File: src/rtl/uart_cmd_regs.sv
// UART command parser with an addressed 8-bit register bank and a one-entry reply queue.
// Define UART_CMD_REGS_CHECKSUM_EN to require a 4th CSUM byte (ADDR ^ DATA) on write frames.
module uart_cmd_regs #(
    parameter int NUM_REGS     = 4,
    parameter int TIMEOUT_CLKS = 250000
) (
    input  logic                  i_Clk,
    input  logic                  i_Rst,
    input  logic                  i_RX_DV,
    input  logic [7:0]            i_RX_Byte,
    input  logic                  i_TX_Active,
    output logic                  o_TX_DV,
    output logic [7:0]            o_TX_Byte,
    output logic [8*NUM_REGS-1:0] o_Regs,
    output logic                  o_Wr_Strobe,
    output logic [7:0]            o_Wr_Addr,
    output logic                  o_Timeout
);

    localparam int CNT_W = $clog2(TIMEOUT_CLKS);

    localparam logic [2:0] ST_IDLE   = 3'd0;
    localparam logic [2:0] ST_W_ADDR = 3'd1;
    localparam logic [2:0] ST_W_DATA = 3'd2;
    localparam logic [2:0] ST_R_ADDR = 3'd3;
`ifdef UART_CMD_REGS_CHECKSUM_EN
    localparam logic [2:0] ST_W_CSUM = 3'd4;
`endif

    localparam logic [7:0] CMD_WRITE = 8'h57;
    localparam logic [7:0] CMD_READ  = 8'h52;
    localparam logic [7:0] RSP_OK    = 8'h4B;
    localparam logic [7:0] RSP_ERR   = 8'h45;

    logic [2:0]       state_q, state_d;
    logic [7:0]       addr_q, addr_d;
    logic [CNT_W-1:0] cnt_q, cnt_d;
    logic [7:0]       regs_q [NUM_REGS];
    logic [7:0]       regs_d [NUM_REGS];
    logic             pend_q, pend_d;
    logic             tx_dv_q, tx_dv_d;
    logic [7:0]       tx_byte_q, tx_byte_d;
    logic             wr_strobe_q, wr_strobe_d;
    logic [7:0]       wr_addr_q, wr_addr_d;
    logic             timeout_q, timeout_d;
`ifdef UART_CMD_REGS_CHECKSUM_EN
    logic [7:0]       data_q, data_d;
`endif

    logic [2:0] eff_state;
    logic       timed_out;
    logic       write_en;
    logic [7:0] write_data;
    logic       queue_en;
    logic [7:0] queue_byte;
    logic [7:0] rd_data;

    function automatic logic addr_ok(input logic [7:0] a);
        return {1'b0, a} < 9'(NUM_REGS);
    endfunction

    // Read mux addressed by the incoming byte; out-of-range addresses never select.
    always_comb begin
        rd_data = 8'h00;
        for (int i = 0; i < NUM_REGS; i++) begin
            if (i_RX_Byte == 8'(i)) rd_data = regs_q[i];
        end
    end

    // NOTE: every signal assigned below gets a default first, so no path can infer a latch.
    always_comb begin
        state_d     = state_q;
        addr_d      = addr_q;
        cnt_d       = cnt_q;
        regs_d      = regs_q;
        pend_d      = pend_q;
        tx_dv_d     = 1'b0;
        tx_byte_d   = tx_byte_q;
        wr_strobe_d = 1'b0;
        wr_addr_d   = wr_addr_q;
        timeout_d   = timeout_q;
        write_en    = 1'b0;
        write_data  = 8'h00;
        queue_en    = 1'b0;
        queue_byte  = 8'h00;
`ifdef UART_CMD_REGS_CHECKSUM_EN
        data_d      = data_q;
`endif

        // An expiring frame drops back to IDLE first, so a coincident byte opens a new frame.
        timed_out = (state_q != ST_IDLE) && (cnt_q == CNT_W'(TIMEOUT_CLKS - 1));
        eff_state = timed_out ? ST_IDLE : state_q;
        state_d   = eff_state;
        if (timed_out) timeout_d = 1'b1;
        cnt_d = (eff_state == ST_IDLE) ? '0 : cnt_q + 1'b1;

        if (i_RX_DV) begin
            cnt_d = '0;
            case (eff_state)
                ST_IDLE: begin
                    if (i_RX_Byte == CMD_WRITE) begin
                        state_d = ST_W_ADDR;
                    end else if (i_RX_Byte == CMD_READ) begin
                        state_d = ST_R_ADDR;
                    end else begin
                        queue_en   = 1'b1;
                        queue_byte = RSP_ERR;
                    end
                end
                ST_W_ADDR: begin
                    addr_d  = i_RX_Byte;
                    state_d = ST_W_DATA;
                end
`ifdef UART_CMD_REGS_CHECKSUM_EN
                ST_W_DATA: begin
                    data_d  = i_RX_Byte;
                    state_d = ST_W_CSUM;
                end
                ST_W_CSUM: begin
                    write_en   = addr_ok(addr_q) && (i_RX_Byte == (addr_q ^ data_q));
                    write_data = data_q;
                    queue_en   = 1'b1;
                    queue_byte = write_en ? RSP_OK : RSP_ERR;
                    state_d    = ST_IDLE;
                end
`else
                ST_W_DATA: begin
                    write_en   = addr_ok(addr_q);
                    write_data = i_RX_Byte;
                    queue_en   = 1'b1;
                    queue_byte = write_en ? RSP_OK : RSP_ERR;
                    state_d    = ST_IDLE;
                end
`endif
                ST_R_ADDR: begin
                    queue_en   = 1'b1;
                    queue_byte = addr_ok(i_RX_Byte) ? rd_data : RSP_ERR;
                    state_d    = ST_IDLE;
                end
                default: state_d = ST_IDLE;
            endcase
        end

        if (write_en) begin
            for (int i = 0; i < NUM_REGS; i++) begin
                if (addr_q == 8'(i)) regs_d[i] = write_data;
            end
            wr_strobe_d = 1'b1;
            wr_addr_d   = addr_q;
            timeout_d   = 1'b0;
        end

        // A fresh reply takes priority over launching the pending one, keeping o_TX_Byte stable after o_TX_DV.
        if (queue_en) begin
            pend_d    = 1'b1;
            tx_byte_d = queue_byte;
        end else if (pend_q && !i_TX_Active) begin
            pend_d  = 1'b0;
            tx_dv_d = 1'b1;
        end
    end

    // NOTE: sequential state uses non-blocking assignments so every flop samples pre-edge values.
    always_ff @(posedge i_Clk or posedge i_Rst) begin
        if (i_Rst) begin
            state_q     <= ST_IDLE;
            addr_q      <= 8'h00;
            cnt_q       <= '0;
            // NOTE: the bank is architectural state visible on o_Regs, so it is reset rather than left as RAM.
            regs_q      <= '{default: 8'h00};
            pend_q      <= 1'b0;
            tx_dv_q     <= 1'b0;
            tx_byte_q   <= 8'h00;
            wr_strobe_q <= 1'b0;
            wr_addr_q   <= 8'h00;
            timeout_q   <= 1'b0;
`ifdef UART_CMD_REGS_CHECKSUM_EN
            data_q      <= 8'h00;
`endif
        end else begin
            state_q     <= state_d;
            addr_q      <= addr_d;
            cnt_q       <= cnt_d;
            regs_q      <= regs_d;
            pend_q      <= pend_d;
            tx_dv_q     <= tx_dv_d;
            tx_byte_q   <= tx_byte_d;
            wr_strobe_q <= wr_strobe_d;
            wr_addr_q   <= wr_addr_d;
            timeout_q   <= timeout_d;
`ifdef UART_CMD_REGS_CHECKSUM_EN
            data_q      <= data_d;
`endif
        end
    end

    for (genvar g = 0; g < NUM_REGS; g++) begin : g_regs_out
        assign o_Regs[8*g+7:8*g] = regs_q[g];
    end

    assign o_TX_DV     = tx_dv_q;
    assign o_TX_Byte   = tx_byte_q;
    assign o_Wr_Strobe = wr_strobe_q;
    assign o_Wr_Addr   = wr_addr_q;
    assign o_Timeout   = timeout_q;

endmodule

File: config.mk
export PLATFORM = sky130hd
export DESIGN_NAME = uart_cmd_regs
export DESIGN_NICKNAME = d
export VERILOG_FILES = /design/src/rtl/uart_cmd_regs.sv
export SDC_FILE = /design/constraint.sdc
export NUM_CORES = 1
export LEC_CHECK = 0
export BUFFER_PORTS_ARGS = -buffer_cell sky130_fd_sc_hd__clkbuf_2
export CORE_MARGIN = 2
export CORE_UTILIZATION = 55
export CTS_CLUSTER_DIAMETER = 80
export CTS_CLUSTER_SIZE = 8
export DETAILED_ROUTE_END_ITERATION = 8
export PLACE_DENSITY = 0.79
export SLEW_MARGIN = 10
export SYNTH_ARGS = -nofsm -noshare
export SYNTH_HDL_FRONTEND = slang
export SYNTH_SLANG_ARGS = --single-unit
File: constraint.sdc
create_clock -name i_Clk -period 7.86 [get_ports i_Clk]
set_input_delay 1.572 -clock i_Clk [delete_from_list [all_inputs] [get_ports i_Clk]]
set_output_delay 1.572 -clock i_Clk [all_outputs]
set_load 0.005 [all_outputs]
Word-level counts from Yosys, hierarchy flattened

Index checks and enable logic that the tools add are counted.

Add/subtract/negate cells: 1
$lt $le $gt $ge: 2
Equal/unequal tests: 12
Muxes and demuxes: 32
Reduce and logical (&&, ||, !) cells: 15

Operator list:

| kind                                                                  | count |
|---|---|
| 8-bit two-way mux                                                     | 8 |
| 18-bit two-way mux                                                    | 2 |
| 8-bit by 2-bit == test with 1-bit output (second input constant)      | 4 |
| 8-bit case mux with 3 select lines                                    | 1 |
| 18-bit by 1-bit adder with 18-bit output (second input constant)      | 1 |
| 18-bit == test (second input constant)                                | 1 |
| 8-bit by 1-bit == test with 1-bit output (second input constant)      | 2 |
| 8-bit by 7-bit == test with 1-bit output (second input constant)      | 2 |
| 8-bit logical NOT                                                     | 2 |
| 8-bit by 3-bit < comparator with 1-bit output (second input constant) | 2 |
| 7-bit two-way mux                                                     | 2 |
| 1-bit two-way mux                                                     | 12 |
| 3-bit two-way mux                                                     | 4 |
| 2-bit AND reduction                                                   | 5 |
| 3-bit by 2-bit == test with 1-bit output (second input constant)      | 2 |
| 3-bit case mux with 2 select lines                                    | 1 |
| 4-bit two-way mux                                                     | 1 |
| 2-bit nonzero test                                                    | 2 |
| 3-bit by 1-bit == test with 1-bit output (second input constant)      | 1 |
| 3-bit logical NOT                                                     | 1 |
| 3-bit nonzero test                                                    | 1 |
| 1-bit logical AND                                                     | 2 |
| 1-bit case mux with 2 select lines                                    | 1 |
| 2-bit OR reduction                                                    | 1 |
| 1-bit logical NOT                                                     | 1 |

Register bits after elaboration: 81
Input bits: 12
Output and inout port bits: 51
Logic and storage cells: 75

Depth between registers and ports, before layout

Depth after elaboration: 8
Mapped depth: 7

Least setup slack after synthesis

Ideal clock, no wire load.

Path kind: in2reg
From: input i_RX_DV
To: register regs_q, in the netlist o_Regs[10]
Library setup time: 125 ps
Arrival time: 3155 ps
Required time: 7735 ps
Slack: 4580 ps
Stages on the path: 6
Cell sequence: clkbuf_2 -> inv_1 -> a2111o_2 -> buf_6 -> nor3b_4 -> mux2_2

Word-level cells in the longest chain between the ends: 2
Elaborated cells on any way between the ends: 3
Those cells by class: mux: 2; reduce/logical: 1

Ends and longest elaborated chain:

| what                          | RTL line | text |
|---|---|---|
| start: declaration            | 9        | `input logic i_RX_DV,` |
| 1-bit two-way mux             | 97       | `if (i_RX_DV) begin` |
| 2-bit AND reduction (no line) | n/a      |  |
| end signal: assignment        | 184      | `regs_q <= regs_d;` |
| end: declaration              | 38       | `logic [7:0] regs_q [NUM_REGS];` |

Several ways; a longest one is shown, not always the timed one.
A chain may end at the register's enable or synchronous reset.

Final worst setup path

From: input i_RX_DV
To: register regs_q, in the netlist o_Regs[17]

The elaborated chain is that of the path after synthesis.

==> results.yml <==
run_status:
  status: "finished clean"
clock_network:
  cts_sinks: 81
  cts_buffers: 9
  clk_latency_ns: 0.35
  h-tree-depth: 3
  root_buffer: "clkbuf_8"
  ctsHoldBuffers: 0
  cts_buffer_depth: 2
  cts_tree: "built"
  clkTransAtPathRegs_ns: 0.08
  postCtsSetupRepairBufs: 0
  post_cts_resized: 0
floorplanning:
  die-area_um2: 7265
  coreArea_um2: 6350
  io_pins: 63
  fp-row-count: 29
  die_x_um: 85.24
  start_util_pct: 57.16
  die_h_um: 85.24
route:
  num_vias: 2449
  drtPass1Iterations: 5
  ant_nets: 0
  drt_iter0_drc: 133
  drt_wl_total_um: 7158
  avgViaCountPerCell: 5.735
  drcViolationCount: 0
  wl_per_cell_um: 16.76
cells_and_area:
  area_delta_synth_final_pct: 15.72
  layout_common_cells: "81 x dfrtp_1, 62 x clkbuf_2, 37 x mux2_2"
  utilization_pct: 66.15
  diodes: 0
  fin_nets: 358
  final_common_cell: "dfrtp_1"
  layout-drive-gt1-share_pct: 40.00
timing:
  grt_setup_unrepaired: "false"
  fin_worst_skew_ns: 0.006827
  worst_pin_slew_ns: 0.9790
  setup-violations-final: 0
  setup-tns-final_ns: 0
  finalMaxSlewViolations: 0
  fmax_ghz: 0.3070
  final-hold-violation-count: 0
  slew_headroom_pct: 34.73
  fin_crit_sh_pct: 41.45
  period_needed_ns: 3.258
logic_synthesis:
  ys_types: 48
  avgSynthCellArea_um2: 13.01
  synth_area_um2: 3630
  synth-async-reset-ratio_pct: 100.0
  yosys_warnings: 0
  synthCells: 279
  synth_ff_type: "dfrtp_1"
  synth-edff-count: 0
  synth-seq-area-share_pct: 55.84
  synth_nets: 292
  ys_seq_elements: 81
global_routing:
  grt_start_max_net_pins: 82
  grt_antenna_before_repair: 0
  grt_pass1_wl_um: 12060
  gr-total-overflow: 0
  gr-usage-all-layers_pct: 21.43
  grt_pass1_vias: 2446
setup_path:
  end_kind: "flop"
  reg2regPathDepth: 6
  required_ns: 8.09
  arrival_ns: 3.49
  cp_max_fo: 12
  worst_setup_path_start_kind: "input pin"
  path_class: "input pin to flop"
flow_run:
  maxCapViolations: 0
placement:
  io_buffers: 62
  dp_hpwl_um: 4994
  place.gp.congestion: 0.8007
hold_path:
  hold_class: "flop to flop"
  whs_path_depth: 1
power:
  power_density_nw_per_um2: 192.1
  p_leak_nw: 2.028
  ir_drop_mv: 0.1286
  power.total_mw: 0.8068
==> area by class of cell <==
| class | instances | area [um2] |
|---|---|---|
| multi-input combinational | 183 | 1536 |
| clock inverter | 7 | 71.32 |
| clock buffer | 9 | 123.9 |
| inverter | 7 | 27.53 |
| sequential | 81 | 2027 |
| tap | 77 | 96.34 |
| fill | 454 | 2150 |
| timing repair buffer | 63 | 317.8 |
==> final timing paths <==
| kind | end | start | slack [ns] |
|---|---|---|---|
| worst max-delay path | o_Regs[17] | i_RX_DV | 4.60 |
| worst min-delay path | o_Wr_Addr[4] | o_Wr_Addr[4] | 0.49 |
| worst max register to register | o_Regs[17] | cnt_q[0] | 5.08 |
| worst min register to register | o_Wr_Addr[4] | o_Wr_Addr[4] | 0.49 |
| max in group asynchronous | o_Regs[1] | i_Rst | 5.73 |
| min in group asynchronous | o_Wr_Addr[3] | i_Rst | 1.50 |
==> state kept, by name, summed over array words and instances (netlist names) <==
register / flops
o_Wr_Strobe: 1
o_Regs: 32
o_TX_DV: 1
o_TX_Byte: 8
o_Wr_Addr: 8
pend_q: 1
state_q: 3
addr_q: 8
o_Timeout: 1
cnt_q: 18
==> stage by stage <==
stage               instance area, um2  hold WS, ns  instances  setup WS, ns
floorplan                         3630       0.4416        279         4.208
detailed placement                4005       0.4675        411         4.289
finish                            4200       0.4879        427         4.602
global placement                  4005       0.4502        411         4.353
CTS                               4200       0.4936        427         4.637
global route                      4200       0.5090        427         4.551
==> cell usage after synthesis (4+ instances only) <==
library cell | instances | area share [%]
dfrtp_1 | 81 | 56
mux2_2 | 37 | 11
nor2_1 | 21 | 2.2
nand2_1 | 16 | 1.7
nand3_1 | 11 | 1.5
xor2_1 | 11 | 2.7
and2_1 | 8 | 1.4
mux4_2 | 8 | 5.0
inv_1 | 6 | 0.62
nand4_1 | 6 | 1.0
xnor2_1 | 6 | 1.4
a21oi_1 | 5 | 0.69
clkbuf_1 | 5 | 0.52
o21ai_0 | 5 | 0.69
and3_1 | 4 | 0.69
==> cell families (layout without fill, tap and decap cells) <==
group,Yosys count,in the layout,synth area share [%]
multiplexers,51,51,18.61
XOR/XNOR,17,17,4.102
buffers and inverters,15,86,1.827
adder cells (fa/ha/maj),1,1,0.3447
AO/OA/AOI/OAI,21,21,4.205
flip-flops,81,81,55.84
AND/OR/NAND/NOR,93,93,15.06
==> metal layers <==
metal	up-vias	track usage [%]	part of all wire [%]
met5	-	0	0
met4	0	9.524	1.8
met3	9	3.891	4.3
met2	55	32.95	48
met1	1258	30.10	46
li1	1127	-	-
==> power by group <==
group	switching [mW]	internal [mW]	leakage (nW)
clock	0.152	0.146	0.0912
combinational	0.0332	0.0307	0.839
sequential	0.0129	0.432	1.10
total	0.198	0.609	2.03
==> critical path, stage by stage <==
cell      delay (ns)
clkbuf_2        0.18
inv_1           0.11
a2111o_2        0.59
nor3b_2         0.62
mux2_2          0.41
Note: power is estimated with default switching activity, not from simulation.
